===== src/rtl/uart_mmio.sv =====
// Memory-mapped 8N1 UART: DATA/STATUS/CTRL registers, TX and RX FIFOs, optional
// internal loopback. Bus strobes are edge-detected so held strobes act once.
module uart_mmio #(
  parameter int unsigned CLK_FREQ   = 27000000,
  parameter int unsigned BAUD       = 115200,
  parameter int unsigned FIFO_DEPTH = 8
) (
  input  logic        clk,
  input  logic        rst_n,
  input  logic        uart_ren,
  input  logic        uart_wen,
  input  logic [3:0]  addr,
  input  logic [31:0] wdata,
  output logic [31:0] uart_out,
  output logic        tx,
  input  logic        rx
);

  localparam int unsigned DIV = CLK_FREQ / BAUD;
  localparam int unsigned CW  = $clog2(DIV);
  localparam int unsigned AW  = $clog2(FIFO_DEPTH);

  localparam logic [CW-1:0] BaudLast = CW'(DIV - 1);
  localparam logic [CW-1:0] HalfLast = CW'(DIV / 2 - 1);
  localparam logic [CW-1:0] BaudOne  = CW'(1);
  localparam logic [AW:0]   PtrOne   = (AW + 1)'(1);
  localparam logic [AW:0]   PtrFull  = (AW + 1)'(FIFO_DEPTH);

  localparam logic [1:0] StIdle  = 2'd0;
  localparam logic [1:0] StStart = 2'd1;
  localparam logic [1:0] StData  = 2'd2;
  localparam logic [1:0] StStop  = 2'd3;

  // Bus decode
  logic ren_q, wen_q, ren_edge, wen_edge;
  logic sel_data, sel_stat, sel_ctrl;
  logic rd_data, rd_stat, wr_ctrl;
  logic wr_pend_q;
  logic [7:0] wr_byte_q;
  logic loopback_q;
  logic unused_wdata;

  assign ren_edge = uart_ren & ~ren_q;
  assign wen_edge = uart_wen & ~wen_q;
  assign sel_data = (addr == 4'h0);
  assign sel_stat = (addr == 4'h4);
  assign sel_ctrl = (addr == 4'h8);
  assign rd_data  = ren_edge & sel_data;
  assign rd_stat  = ren_edge & sel_stat;
  assign wr_ctrl  = wen_edge & sel_ctrl;
  assign unused_wdata = ^wdata[31:8];

  // TX FIFO
  logic [7:0]  txf_mem [FIFO_DEPTH];
  logic [AW:0] txf_wp_q, txf_rp_q;
  logic        txf_empty, txf_full, txf_push, txf_pop;

  assign txf_empty = (txf_wp_q == txf_rp_q);
  assign txf_full  = ((txf_wp_q - txf_rp_q) == PtrFull);
  assign txf_push  = wr_pend_q & (~txf_full | txf_pop);

  // TX FSM
  logic [1:0]    tx_st_q, tx_st_d;
  logic [CW-1:0] tx_baud_q, tx_baud_d;
  logic [2:0]    tx_bit_q, tx_bit_d;
  logic [7:0]    tx_shift_q, tx_shift_d;
  logic          tx_q, tx_d, tx_load, tx_busy;

  always_comb begin
    tx_st_d    = tx_st_q;
    tx_baud_d  = tx_baud_q;
    tx_bit_d   = tx_bit_q;
    tx_shift_d = tx_shift_q;
    tx_d       = tx_q;
    tx_load    = 1'b0;
    if (tx_st_q == StIdle) begin
      tx_load = ~txf_empty;
    end else if (tx_baud_q == BaudLast) begin
      tx_baud_d = '0;
      case (tx_st_q)
        StStart: begin
          tx_st_d  = StData;
          tx_bit_d = 3'd0;
          tx_d     = tx_shift_q[0];
        end
        StData: begin
          if (tx_bit_q == 3'd7) begin
            tx_st_d = StStop;
            tx_d    = 1'b1;
          end else begin
            tx_bit_d   = tx_bit_q + 3'd1;
            tx_shift_d = {1'b0, tx_shift_q[7:1]};
            tx_d       = tx_shift_q[1];
          end
        end
        default: begin
          // Chain straight into the next start bit so bytes go out back to back
          tx_st_d = StIdle;
          tx_load = ~txf_empty;
        end
      endcase
    end else begin
      tx_baud_d = tx_baud_q + BaudOne;
    end
    if (tx_load) begin
      tx_st_d    = StStart;
      tx_baud_d  = '0;
      tx_shift_d = txf_mem[txf_rp_q[AW-1:0]];
      tx_d       = 1'b0;
    end
  end

  assign txf_pop = tx_load;
  assign tx_busy = ~txf_empty | (tx_st_q != StIdle);
  assign tx      = tx_q;

  // RX synchronizer and FSM
  logic          sync1_q, sync2_q, rx_prev_q, rx_fall;
  logic [1:0]    rx_st_q, rx_st_d;
  logic [CW-1:0] rx_baud_q, rx_baud_d;
  logic [2:0]    rx_bit_q, rx_bit_d;
  logic [7:0]    rx_shift_q, rx_shift_d;
  logic          rx_push_req, frame_set;

  assign rx_fall = rx_prev_q & ~sync2_q;

  always_comb begin
    rx_st_d     = rx_st_q;
    rx_baud_d   = rx_baud_q + BaudOne;
    rx_bit_d    = rx_bit_q;
    rx_shift_d  = rx_shift_q;
    rx_push_req = 1'b0;
    frame_set   = 1'b0;
    case (rx_st_q)
      StIdle: begin
        rx_baud_d = '0;
        if (rx_fall) rx_st_d = StStart;
      end
      StStart: begin
        if (rx_baud_q == HalfLast) begin
          rx_baud_d = '0;
          rx_bit_d  = 3'd0;
          rx_st_d   = sync2_q ? StIdle : StData;
        end
      end
      StData: begin
        if (rx_baud_q == BaudLast) begin
          rx_baud_d  = '0;
          rx_shift_d = {sync2_q, rx_shift_q[7:1]};
          rx_bit_d   = rx_bit_q + 3'd1;
          if (rx_bit_q == 3'd7) rx_st_d = StStop;
        end
      end
      default: begin
        // On a bad stop bit the fall detector needs the line high again before
        // another start is accepted, which covers waiting for rx to go high.
        if (rx_baud_q == BaudLast) begin
          rx_baud_d   = '0;
          rx_st_d     = StIdle;
          rx_push_req = sync2_q;
          frame_set   = ~sync2_q;
        end
      end
    endcase
  end

  // RX FIFO
  logic [7:0]  rxf_mem [FIFO_DEPTH];
  logic [AW:0] rxf_wp_q, rxf_rp_q;
  logic        rxf_empty, rxf_full, rxf_push, rxf_pop, overrun_set;
  logic        overrun_q, frame_err_q;

  assign rxf_empty   = (rxf_wp_q == rxf_rp_q);
  assign rxf_full    = ((rxf_wp_q - rxf_rp_q) == PtrFull);
  assign rxf_pop     = rd_data & ~rxf_empty;
  assign rxf_push    = rx_push_req & (~rxf_full | rxf_pop);
  assign overrun_set = rx_push_req & rxf_full & ~rxf_pop;

  always_comb begin
    uart_out = '0;
    case (addr)
      4'h0:    uart_out = rxf_empty ? 32'd0 : {24'd0, rxf_mem[rxf_rp_q[AW-1:0]]};
      4'h4:    uart_out = {27'd0, frame_err_q, overrun_q, tx_busy, txf_full, ~rxf_empty};
      4'h8:    uart_out = {31'd0, loopback_q};
      default: uart_out = '0;
    endcase
  end

  always_ff @(posedge clk or negedge rst_n) begin
    if (!rst_n) begin
      ren_q       <= 1'b0;
      wen_q       <= 1'b0;
      wr_pend_q   <= 1'b0;
      wr_byte_q   <= '0;
      loopback_q  <= 1'b0;
      txf_wp_q    <= '0;
      txf_rp_q    <= '0;
      tx_st_q     <= StIdle;
      tx_baud_q   <= '0;
      tx_bit_q    <= '0;
      tx_shift_q  <= '0;
      tx_q        <= 1'b1;
      sync1_q     <= 1'b1;
      sync2_q     <= 1'b1;
      rx_prev_q   <= 1'b1;
      rx_st_q     <= StIdle;
      rx_baud_q   <= '0;
      rx_bit_q    <= '0;
      rx_shift_q  <= '0;
      rxf_wp_q    <= '0;
      rxf_rp_q    <= '0;
      overrun_q   <= 1'b0;
      frame_err_q <= 1'b0;
    end else begin
      ren_q       <= uart_ren;
      wen_q       <= uart_wen;
      wr_pend_q   <= wen_edge & sel_data;
      if (wen_edge & sel_data) wr_byte_q <= wdata[7:0];
      if (wr_ctrl) loopback_q <= wdata[0];
      if (txf_push) txf_wp_q <= txf_wp_q + PtrOne;
      if (txf_pop) txf_rp_q <= txf_rp_q + PtrOne;
      tx_st_q     <= tx_st_d;
      tx_baud_q   <= tx_baud_d;
      tx_bit_q    <= tx_bit_d;
      tx_shift_q  <= tx_shift_d;
      tx_q        <= tx_d;
      sync1_q     <= loopback_q ? tx_q : rx;
      sync2_q     <= sync1_q;
      rx_prev_q   <= sync2_q;
      rx_st_q     <= rx_st_d;
      rx_baud_q   <= rx_baud_d;
      rx_bit_q    <= rx_bit_d;
      rx_shift_q  <= rx_shift_d;
      if (rxf_push) rxf_wp_q <= rxf_wp_q + PtrOne;
      if (rxf_pop) rxf_rp_q <= rxf_rp_q + PtrOne;
      overrun_q   <= overrun_set | (overrun_q & ~rd_stat);
      frame_err_q <= frame_set | (frame_err_q & ~rd_stat);
    end
  end

  always_ff @(posedge clk) begin
    if (txf_push) txf_mem[txf_wp_q[AW-1:0]] <= wr_byte_q;
    if (rxf_push) rxf_mem[rxf_wp_q[AW-1:0]] <= rx_shift_q;
  end

endmodule


===== config.mk =====
export PLATFORM = sky130hd
export DESIGN_NAME = uart_mmio
export DESIGN_NICKNAME = d
export VERILOG_FILES = /design/src/rtl/uart_mmio.sv
export SDC_FILE = /design/constraint.sdc
export NUM_CORES = 1
export LEC_CHECK = 0
export BUFFER_PORTS_ARGS = -buffer_cell sky130_fd_sc_hd__buf_2
export CORE_MARGIN = 2
export CORE_UTILIZATION = 35
export DETAILED_ROUTE_END_ITERATION = 10
export GPL_TIMING_DRIVEN = 0
export SYNTH_ARGS = -nofsm -noshare
export SYNTH_HDL_FRONTEND = slang
export SYNTH_SLANG_ARGS = --single-unit

===== constraint.sdc =====
create_clock -name clk -period 5.4 [get_ports clk]
set_input_delay 0.54 -clock clk [delete_from_list [all_inputs] [get_ports clk]]
set_output_delay 0.54 -clock clk [all_outputs]
set_load 0.01 [all_outputs]

==> impl_metrics.yaml, run 1 <==
layout:
  area.sequential_sq_um: 5751
  num-nets-final: 749
  multi_input_area_sq_um: 2959
  n_fill_cell: 2331
  area_delta_synth_final_pct: 15.86
  drive_above_1_share: 0.2208
  layout_commonest_cell: "edfxtp_1"
  final_cell_mix: "edfxtp_1 (128), nand2_1 (81), dfrtp_1 (72)"
  antenna_cells: 0
cts:
  cts_tree: "done"
  clk_latency_ps: 490
  cts_resized: 0
  clock_sinks: 204
  clk_pin_slew_worst_paths_ps: 60
  cts_buffers: 22
  cts_buffer_depth: 3
  htree_levels: 1
  clockRootBuffer: "clkbuf_16"
global_route:
  grt_pass1_wl_mm: 27.07
  antenna_found_initial: 0
  grt.overflow.total: 0
  grt_pass1_vias: 4964
  grt_max_degree: 56
  grt_usage: 0.1292
timing:
  fmax_mhz: 239.7
  worst_slew_pin_slew_ps: 1283
  setup_viol: 0
  final-hold-violation-count: 0
  slew-limit-headroom: 0.1378
  drv_slew: 0
  clock_skew_ps: 8.587
  period_needed_ps: 4171
  hold_ws_ps: 162.1
  finalCritPeriodShare: 0.7724
  rsz0062_at_grt: "no"
  setup_tns_ps: 0
setup_path:
  critPathKind: "flip-flop to primary output"
  cp.required_ps: 4860
  max_stage_delay_ps: 550
  crit_path_top_delay_cell: "clkbuf_1"
  crit_path_end_kind: "primary output"
  critPathArrivalTime_ps: 3630
  crit_fanout: 10
  worstPathCellList: "clkbuf_1 -> clkbuf_1 -> inv_1 -> ha_1 -> and3_1 -> nand2_1 -> nand2_1 -> o21ai_0 -> buf_2"
  start_kind: "flip-flop"
synthesis:
  synth_warnings: 0
  synth.ff_latch_count: 204
  synth-main-ff-cell: "edfxtp_1"
  ys_seq_area_frac: 0.6458
  async_flop_share: 0.3725
  synth.distinct_cells: 61
  syn_area_sq_um: 8905
  synth_area_per_cell_sq_um: 14.62
  synth_edf_count: 128
  synth_cells: 609
die:
  dieHeight_microns: 163.5
  die_area_sq_um: 26730
  io_pins: 74
  rows: 58
  initial_core_util: 0.3546
  core-area_sq_um: 25110
  die_w_microns: 163.5
routing:
  vias: 4927
  first_pass_iters: 4
  post_drt_wl_per_cell_microns: 16.19
  ant_nets: 0
  vias_per_cell: 4.774
  drc_errors: 0
  wirelength_mm: 16.71
  drtIter0Drc: 162
placement:
  port_buffers: 25
  place_congestion: 0.7277
  dp_hpwl_mm: 11.17
power:
  vdd.ir_drop.worst_mv: 0.2785
  power_density_nw_per_um2: 429.0
  p_leak_uw: 0.004187
job:
  maxCapViolCount: 0
worst_hold_path:
  min_path_type: "input port to flip-flop"
outcome:
  status: "complete, no violations"
-- through the flow --
stage / util / total power, uW / setup WS, ps / cell area [sq um] / std cells
floorplan: - / 2769 / 1814 / 8991 / 632
global placement: 0.3795 / 3028 / 163.7 / 9529 / 987
detailed placement: 0.3831 / 3053 / 1202 / 9620 / 991
CTS: 0.4107 / 4488 / 1082 / 10310 / 1032
global route: 0.4109 / 4694 / 929.3 / 10320 / 1032
finish: 0.4109 / 4426 / 1229 / 10320 / 1032
-- per-layer routing --
metal | part of all wire | vias to the layer above | track usage
met3 | 0.044 | 22 | 0.01651
met2 | 0.49 | 99 | 0.2158
met1 | 0.45 | 2438 | 0.1791
met5 | 0 | - | 0
li1 | - | 2368 | -
met4 | 0.015 | 0 | 0.03429
-- power breakdown --
| group | switching [uW] | internal, uW | leakage, uW | total, uW |
|---|---|---|---|---|
| Combinational | 601 | 484 | 0.00159 | 1080 |
| Clock | 589 | 831 | 0.000327 | 1420 |
| Sequential | 119 | 1800 | 0.00227 | 1920 |
-- worst max-delay path: cells and delay by family (launching register included) --
kind            cells  cell delay (ps)
flops               1              350
simple gates        3              600
compound gates      1              390
buf+inv             4             1440
fa+ha+maj           1              340
-- cell families after synthesis --
| logic type | share of synthesized area |
|---|---|
| mux | 0.1062 |
| xor+xnor | 0.03021 |
| fa+ha+maj | 0.03091 |
| simple gates | 0.1057 |
| flops | 0.6458 |
| buf+inv | 0.03653 |
| compound gates | 0.04426 |
| other cells | 0.0004211 |
-- what timing repair did --
item / 4_1_cts / 5_1_grt
hold buffers: 1 / 0
setup buffers: 0 / 0
endpoints found under the hold margin: 19 / 0
-- worst paths after layout --
path / from / end / slack, ps / depth (start not counted)
min in group asynchronous: rst_n / rx_shift_q[5]$_DFFE_PN0P_ / 490 / 2
max in group asynchronous: rst_n / tx$_DFFE_PN1P_ / 4250 / 3
setup reg to reg: txf_rp_q[1]$_DFFE_PN0P_ / txf_mem[5][4]$_DFFE_PP_ / 1300 / 9
setup / recovery: rxf_rp_q[1]$_DFFE_PN0P_ / uart_out[1] / 1230 / 9
hold reg to reg: sync1_q$_DFF_PN1_ / sync2_q$_DFF_PN1_ / 360 / 0
hold / removal: uart_wen / wen_q$_DFF_PN0_ / 160 / 1
-- sequential cells by signal, indices dropped and copies added (netlist names), 2 cells and up --
signal      count
rx_baud_q       8
rx_bit_q        3
rx_shift_q      8
rx_st_q         2
rxf_mem        64
rxf_rp_q        4
rxf_wp_q        4
tx_baud_q       8
tx_bit_q        3
tx_shift_q      8
tx_st_q         2
txf_mem        64
txf_rp_q        4
txf_wp_q        4
wr_byte_q       8
-- area by class of cell --
class                      instances  area share
buffer                            43     0.02571
clock buffer                      30     0.05833
clock inverter                    10    0.007761
inverter                          16    0.005821
multi-input combinational        369      0.2868
sequential                       204      0.5574
tap                              330     0.04002
timing repair buffer              30     0.01819
-- cells in the mapped netlist (6+ instances only) --
master	number	share of area
nand3_1	11	0.0062
o31ai_1	7	0.0059
nor3_1	6	0.0034
buf_4	24	0.020
xor2_1	14	0.014
nor2_1	26	0.011
mux2i_1	9	0.010
nand2_1	81	0.034
o21ai_0	17	0.0096
a21oi_1	10	0.0056
xnor2_1	14	0.014
mux4_2	32	0.081
clkbuf_1	12	0.0051
ha_1	22	0.031
edfxtp_1	128	0.43
mux2_2	11	0.014
inv_1	13	0.0055
nor2b_1	7	0.0049
dfrtp_1	72	0.20
nand4_1	9	0.0063
and3_1	15	0.011
Power figures use the tool's default switching activity.
==> inputs of run 2 (changes only) <==
Clock period 5.4 ns to 3.7 ns, I/O delays scaled along.
==> run 2 against run 1 <==
Compared with the run above: first-iteration DRC count up 16%; power up 47%; global-route usage about the same; combinational power up 48%; hold slack worse by 92 ps; critical path depth unchanged; sequential power up 47%; non-clock buffer count up 3; clock power up 46%; largest power group unchanged.
==> impl_metrics.yaml, run 2 (same netlist as run 1, synthesis figures left out) <==
power:
  seqPwrFrac: 0.434
  switching_share: 0.2989
  p_int_uw: 4554
  p_leak_uw: 0.004218
  comb_power_share: 0.246
  power_density_nw_per_um2: 624.7
  p_sw_uw: 1942
  p_clk_frac: 0.320
  vdd.ir_drop.worst_mv: 0.4078
cts:
  cts_tree: "done"
  cts_buffers: 22
  clk_pin_slew_worst_paths_ps: 60
  clock_sinks: 204
  htree_levels: 1
  clk_latency_ps: 490
  clockRootBuffer: "clkbuf_16"
  cts_buffer_depth: 3
timing:
  final-hold-violation-count: 0
  fmax_mhz: 288.3
  finalCritPeriodShare: 0.9374
  rsz0062_at_grt: "no"
  drv_slew: 0
  slew-limit-headroom: 0.4122
  period_needed_ps: 3468
  setup_tns_ps: 0
  worst_slew_pin_slew_ps: 877.0
  clock_skew_ps: 8.950
  setup_viol: 0
routing:
  ant_nets: 0
  vias_per_cell: 4.765
  post_drt_wl_per_cell_microns: 16.20
  drtIter0Drc: 188
  vias: 4932
  drc_errors: 0
  first_pass_iters: 4
  wirelength_mm: 16.77
layout:
  area_delta_synth_final_pct: 16.78
  drive_above_1_share: 0.2340
  final_cell_mix: "edfxtp_1 (128), nand2_1 (81), dfrtp_1 (72)"
  num-nets-final: 752
  layout_commonest_cell: "edfxtp_1"
  antenna_cells: 0
  fin_area_sq_um: 10400
global_route:
  grt_pass1_vias: 4982
  grt.overflow.total: 0
  grt_pass1_wl_mm: 27.12
  grt_max_degree: 56
  antenna_found_initial: 0
  grt_usage: 0.1294
die:
  core-area_sq_um: 25110
  rows: 58
  io_pins: 74
  die_area_sq_um: 26730
  dieHeight_microns: 163.5
  die_w_microns: 163.5
  initial_core_util: 0.3546
setup_path:
  crit_fanout: 10
  critPathKind: "flip-flop to flip-flop"
  critPathArrivalTime_ps: 3600
  cp.required_ps: 3830
  start_kind: "flip-flop"
  crit_path_end_kind: "flip-flop"
placement:
  placed_area_sq_um: 9620
  place_congestion: 0.7277
  port_buffers: 25
  dp_hpwl_mm: 11.17
outcome:
  status: "complete, no violations"
job:
  maxCapViolCount: 0
worst_hold_path:
  min_path_type: "input port to flip-flop"
==> run 2: worst max-delay path, cell delays in order, from the launching register on <==
cell,delay [ps]
dfrtp_1,350
clkbuf_2,300
clkbuf_2,360
inv_1,130
ha_1,320
and3_1,230
a211oi_4,380
nor3_2,160
a21oi_4,280
and4_1,590
==> run 2: area by class of cell <==
class	instances	area, sq um
fill	2320	14710
sequential	204	5751
tap	330	412.9
clock inverter	10	80.08
buffer	42	266.5
inverter	16	63.81
clock buffer	30	601.8
timing repair buffer	34	222.7
multi-input combinational	369	3000
==> run 2: stage by stage <==
step | std cells | utilization | setup WS [ps] | hold slack [ps] | total power, uW
6_report | 1035 | 0.4141 | 231.7 | 70.49 | 6496
2_1_floorplan | 632 | - | 114.0 | 74.41 | 4041
3_3_place_gp | 987 | 0.3795 | -1536 | 345.3 | 4419
5_1_grt | 1035 | 0.4141 | 4.656 | 71.43 | 6881
4_1_cts | 1034 | 0.4126 | 1.099 | 58.59 | 6565
3_5_place_dp | 991 | 0.3831 | -498.3 | 302.8 | 4455
==> run 2: timing repair <==
| action | in CTS | in global routing |
|---|---|---|
| endpoints found under the hold margin | 21 | 0 |
| endpoints found under the setup margin | 112 | 55 |
| buffers inserted | 0 | 2 |
| hold buffers | 3 | 0 |
| resized for setup | 7 | 8 |
==> run 2: path summary, 6_finish.rpt <==
| kind | slack, ps | from | end | cells past startpoint |
|---|---|---|---|---|
| min in group asynchronous | 320 | rst_n | rx_shift_q[5]$_DFFE_PN0P_ | 2 |
| max | 230 | rxf_rp_q[1]$_DFFE_PN0P_ | rxf_mem[6][0]$_DFFE_PP_ | 9 |
| min reg2reg | 360 | sync1_q$_DFF_PN1_ | sync2_q$_DFF_PN1_ | 0 |
| max reg2reg | 230 | rxf_rp_q[1]$_DFFE_PN0P_ | rxf_mem[6][0]$_DFFE_PP_ | 9 |
| max in group asynchronous | 2730 | rst_n | tx$_DFFE_PN1P_ | 3 |
| min | 70 | wdata[5] | wr_byte_q[5]$_DFFE_PN0P_ | 3 |
==> run 2: layer usage <==
layer | wire length, microns | share of wire | vias to the layer above | GRT usage
met2 | 8133 | 0.49 | 94 | 0.2158
met5 | 0 | 0 | - | 0
met3 | 749 | 0.045 | 21 | 0.01651
li1 | - | - | 2378 | -
met1 | 7628 | 0.45 | 2439 | 0.1796
met4 | 255 | 0.015 | 0 | 0.03429
==> run 2: power by group through the flow <==
stage          combinational [uW]  sequential, uW  clock [uW]
6_report                     1600            2820        2080
3_5_place_dp                 1610            2850           0
3_3_place_gp                 1570            2850           0
2_1_floorplan                1250            2790           0
4_1_cts                      1620            2810        2130
5_1_grt                      1800            2850        2230
==> inputs of run 3 (changes only) <==
Settings changed: CORE_UTILIZATION 35 to 54, PLACE_DENSITY set to 0.76.
==> run 3 against run 2 <==
Compared with the run above: design area fell by 2.1%; clock power fell by 7%; setup slack got worse by 58 ps; register-to-register slack got worse by 60 ps; wire length rose by 4.6%; hold slack got worse by 44 ps; maximum frequency fell by 1.6%; cell count fell by 11%; first-iteration DRC count rose by 97%; die area fell by 34%; largest cell class unchanged.
==> impl_metrics.yaml, run 3 (same netlist as run 1, synthesis figures left out) <==
cts:
  cts_buffer_depth: 3
  cts_buffers: 21
  htree_levels: 1
  cts_tree: "done"
  clockRootBuffer: "clkbuf_16"
  postCtsSetupBuffers: 0
  clk_latency_ps: 490
  clock_sinks: 204
  clk_pin_slew_worst_paths_ps: 60
setup_path:
  critPathArrivalTime_ps: 3720
  max_stage_delay_ps: 470
  start_kind: "flip-flop"
  crit_path_end_kind: "flip-flop"
  crit_path_top_delay_cell: "nor4bb_4"
  worstPathCellList: "clkbuf_2 -> buf_2 -> inv_1 -> ha_1 -> and3_1 -> a211oi_4 -> nor3_2 -> a21oi_4 -> nor4bb_4 -> buf_4"
  cp.required_ps: 3900
  crit_fanout: 10
  critPathKind: "flip-flop to flip-flop"
timing:
  fmax_mhz: 283.6
  rsz0062_at_grt: "no"
  finalCritPeriodShare: 0.9531
  slew-limit-headroom: 0.3845
  period_needed_ps: 3526
  final-hold-violation-count: 0
  clock_skew_ps: 9.733
  worst_slew_pin_slew_ps: 918.2
  setup_viol: 0
  drv_slew: 0
placement:
  port_buffers: 25
  dp_hpwl_mm: 11.47
  placed_area_sq_um: 9477
  place_congestion: 0.7940
power:
  power_density_nw_per_um2: 628.0
  p_leak_uw: 0.004182
  switching_share: 0.3029
  seqPwrFrac: 0.443
  comb_power_share: 0.254
  p_clk_frac: 0.303
  vdd.ir_drop.worst_mv: 0.3449
  p_sw_uw: 1937
  p_int_uw: 4457
  total_power_uw: 6393
global_route:
  grt_pass1_wl_mm: 27.91
  grt_usage: 0.2026
  antenna_found_initial: 0
  grt.overflow.total: 0
  grt_max_degree: 57
  grt_pass1_vias: 5198
layout:
  multi_input_area_sq_um: 2998
  area_delta_synth_final_pct: 14.32
  num-nets-final: 749
  n_fill_cell: 1141
  final_core_util: 0.6362
  layout_commonest_cell: "edfxtp_1"
  drive_above_1_share: 0.2314
  fin_area_sq_um: 10180
  antenna_cells: 0
  area.sequential_sq_um: 5751
  final_cell_mix: "edfxtp_1 (128), nand2_1 (81), dfrtp_1 (72)"
routing:
  drc_errors: 0
  wirelength_mm: 17.54
  vias_per_cell: 5.608
  vias: 5137
  ant_nets: 0
  drtIter0Drc: 371
  post_drt_wl_per_cell_microns: 19.15
  first_pass_iters: 4
outcome:
  status: "complete, no violations"
die:
  die_w_microns: 132.4
  core-area_sq_um: 16000
  die_area_sq_um: 17530
  dieHeight_microns: 132.4
  initial_core_util: 0.5565
  io_pins: 74
  rows: 46
worst_hold_path:
  min_path_type: "input port to flip-flop"
job:
  maxCapViolCount: 0
-- run 3: layer usage --
layer / up-vias / GRT usage / part of all wire
met3: 39 / 0.02759 / 0.045
met1: 2584 / 0.2737 / 0.42
met5: - / 0 / 0
li1: 2376 / - / -
met4: 0 / 0.06870 / 0.024
met2: 138 / 0.3428 / 0.51
-- run 3: worst paths after layout --
| kind | end | cells after the start | slack, ps | from |
|---|---|---|---|---|
| worst max register to register | rxf_mem[4][2]$_DFFE_PP_ | 10 | 170 | rxf_rp_q[1]$_DFFE_PN0P_ |
| worst min register to register | sync2_q$_DFF_PN1_ | 0 | 350 | sync1_q$_DFF_PN1_ |
| worst min-delay path | ren_q$_DFF_PN0_ | 1 | 30 | uart_ren |
| min in group asynchronous | tx_baud_q[5]$_DFFE_PN0P_ | 2 | 320 | rst_n |
| worst max-delay path | rxf_mem[4][2]$_DFFE_PP_ | 10 | 170 | rxf_rp_q[1]$_DFFE_PN0P_ |
| max in group asynchronous | sync1_q$_DFF_PN1_ | 3 | 2730 | rst_n |
-- run 3: power by group through the flow --
stage | Sequential [uW] | Clock, uW | Combinational, uW
3_5_place_dp | 2850 | 0 | 1610
5_1_grt | 2860 | 2060 | 1800
4_1_cts | 2810 | 1950 | 1630
3_3_place_gp | 2830 | 0 | 1520
6_report | 2830 | 1940 | 1620
2_1_floorplan | 2790 | 0 | 1250
-- run 3: through the flow --
step	hold WS (ps)	TNS [ps]	instances	worst slack, ps
6_report	26.36	0	916	173.6
5_1_grt	25.69	0	916	6.041
4_1_cts	15.29	0	917	63.27
3_5_place_dp	288.7	-20170	878	-494.0
3_3_place_gp	346.5	-41000	873	-1153
2_1_floorplan	74.41	0	632	114.0
-- run 3: cell type report --
cell class                      instances  area share
Clock inverter                          5    0.002704
Clock buffer                           32     0.05863
Timing Repair Buffer                   32     0.02016
Multi-Input combinational cell        369      0.2945
Tap cell                              216     0.02655
Sequential cell                       204      0.5649
Buffer                                 42     0.02630
Inverter                               16    0.006268
-- run 3: repair_timing --
action,4_1_cts,5_1_grt
hold endpoints to repair,20,0
endpoints found under the setup margin,109,42
resized for setup,7,9
hold buffers,2,0
-- run 3: worst max-delay path, delay by kind of cell, from the launching register on --
family | cells | cell delay (ps)
flip-flops | 1 | 380
buffers and inverters | 4 | 950
AO/OA/AOI/OAI | 2 | 690
AND/OR/NAND/NOR | 3 | 870
adder cells (fa/ha/maj) | 1 | 330
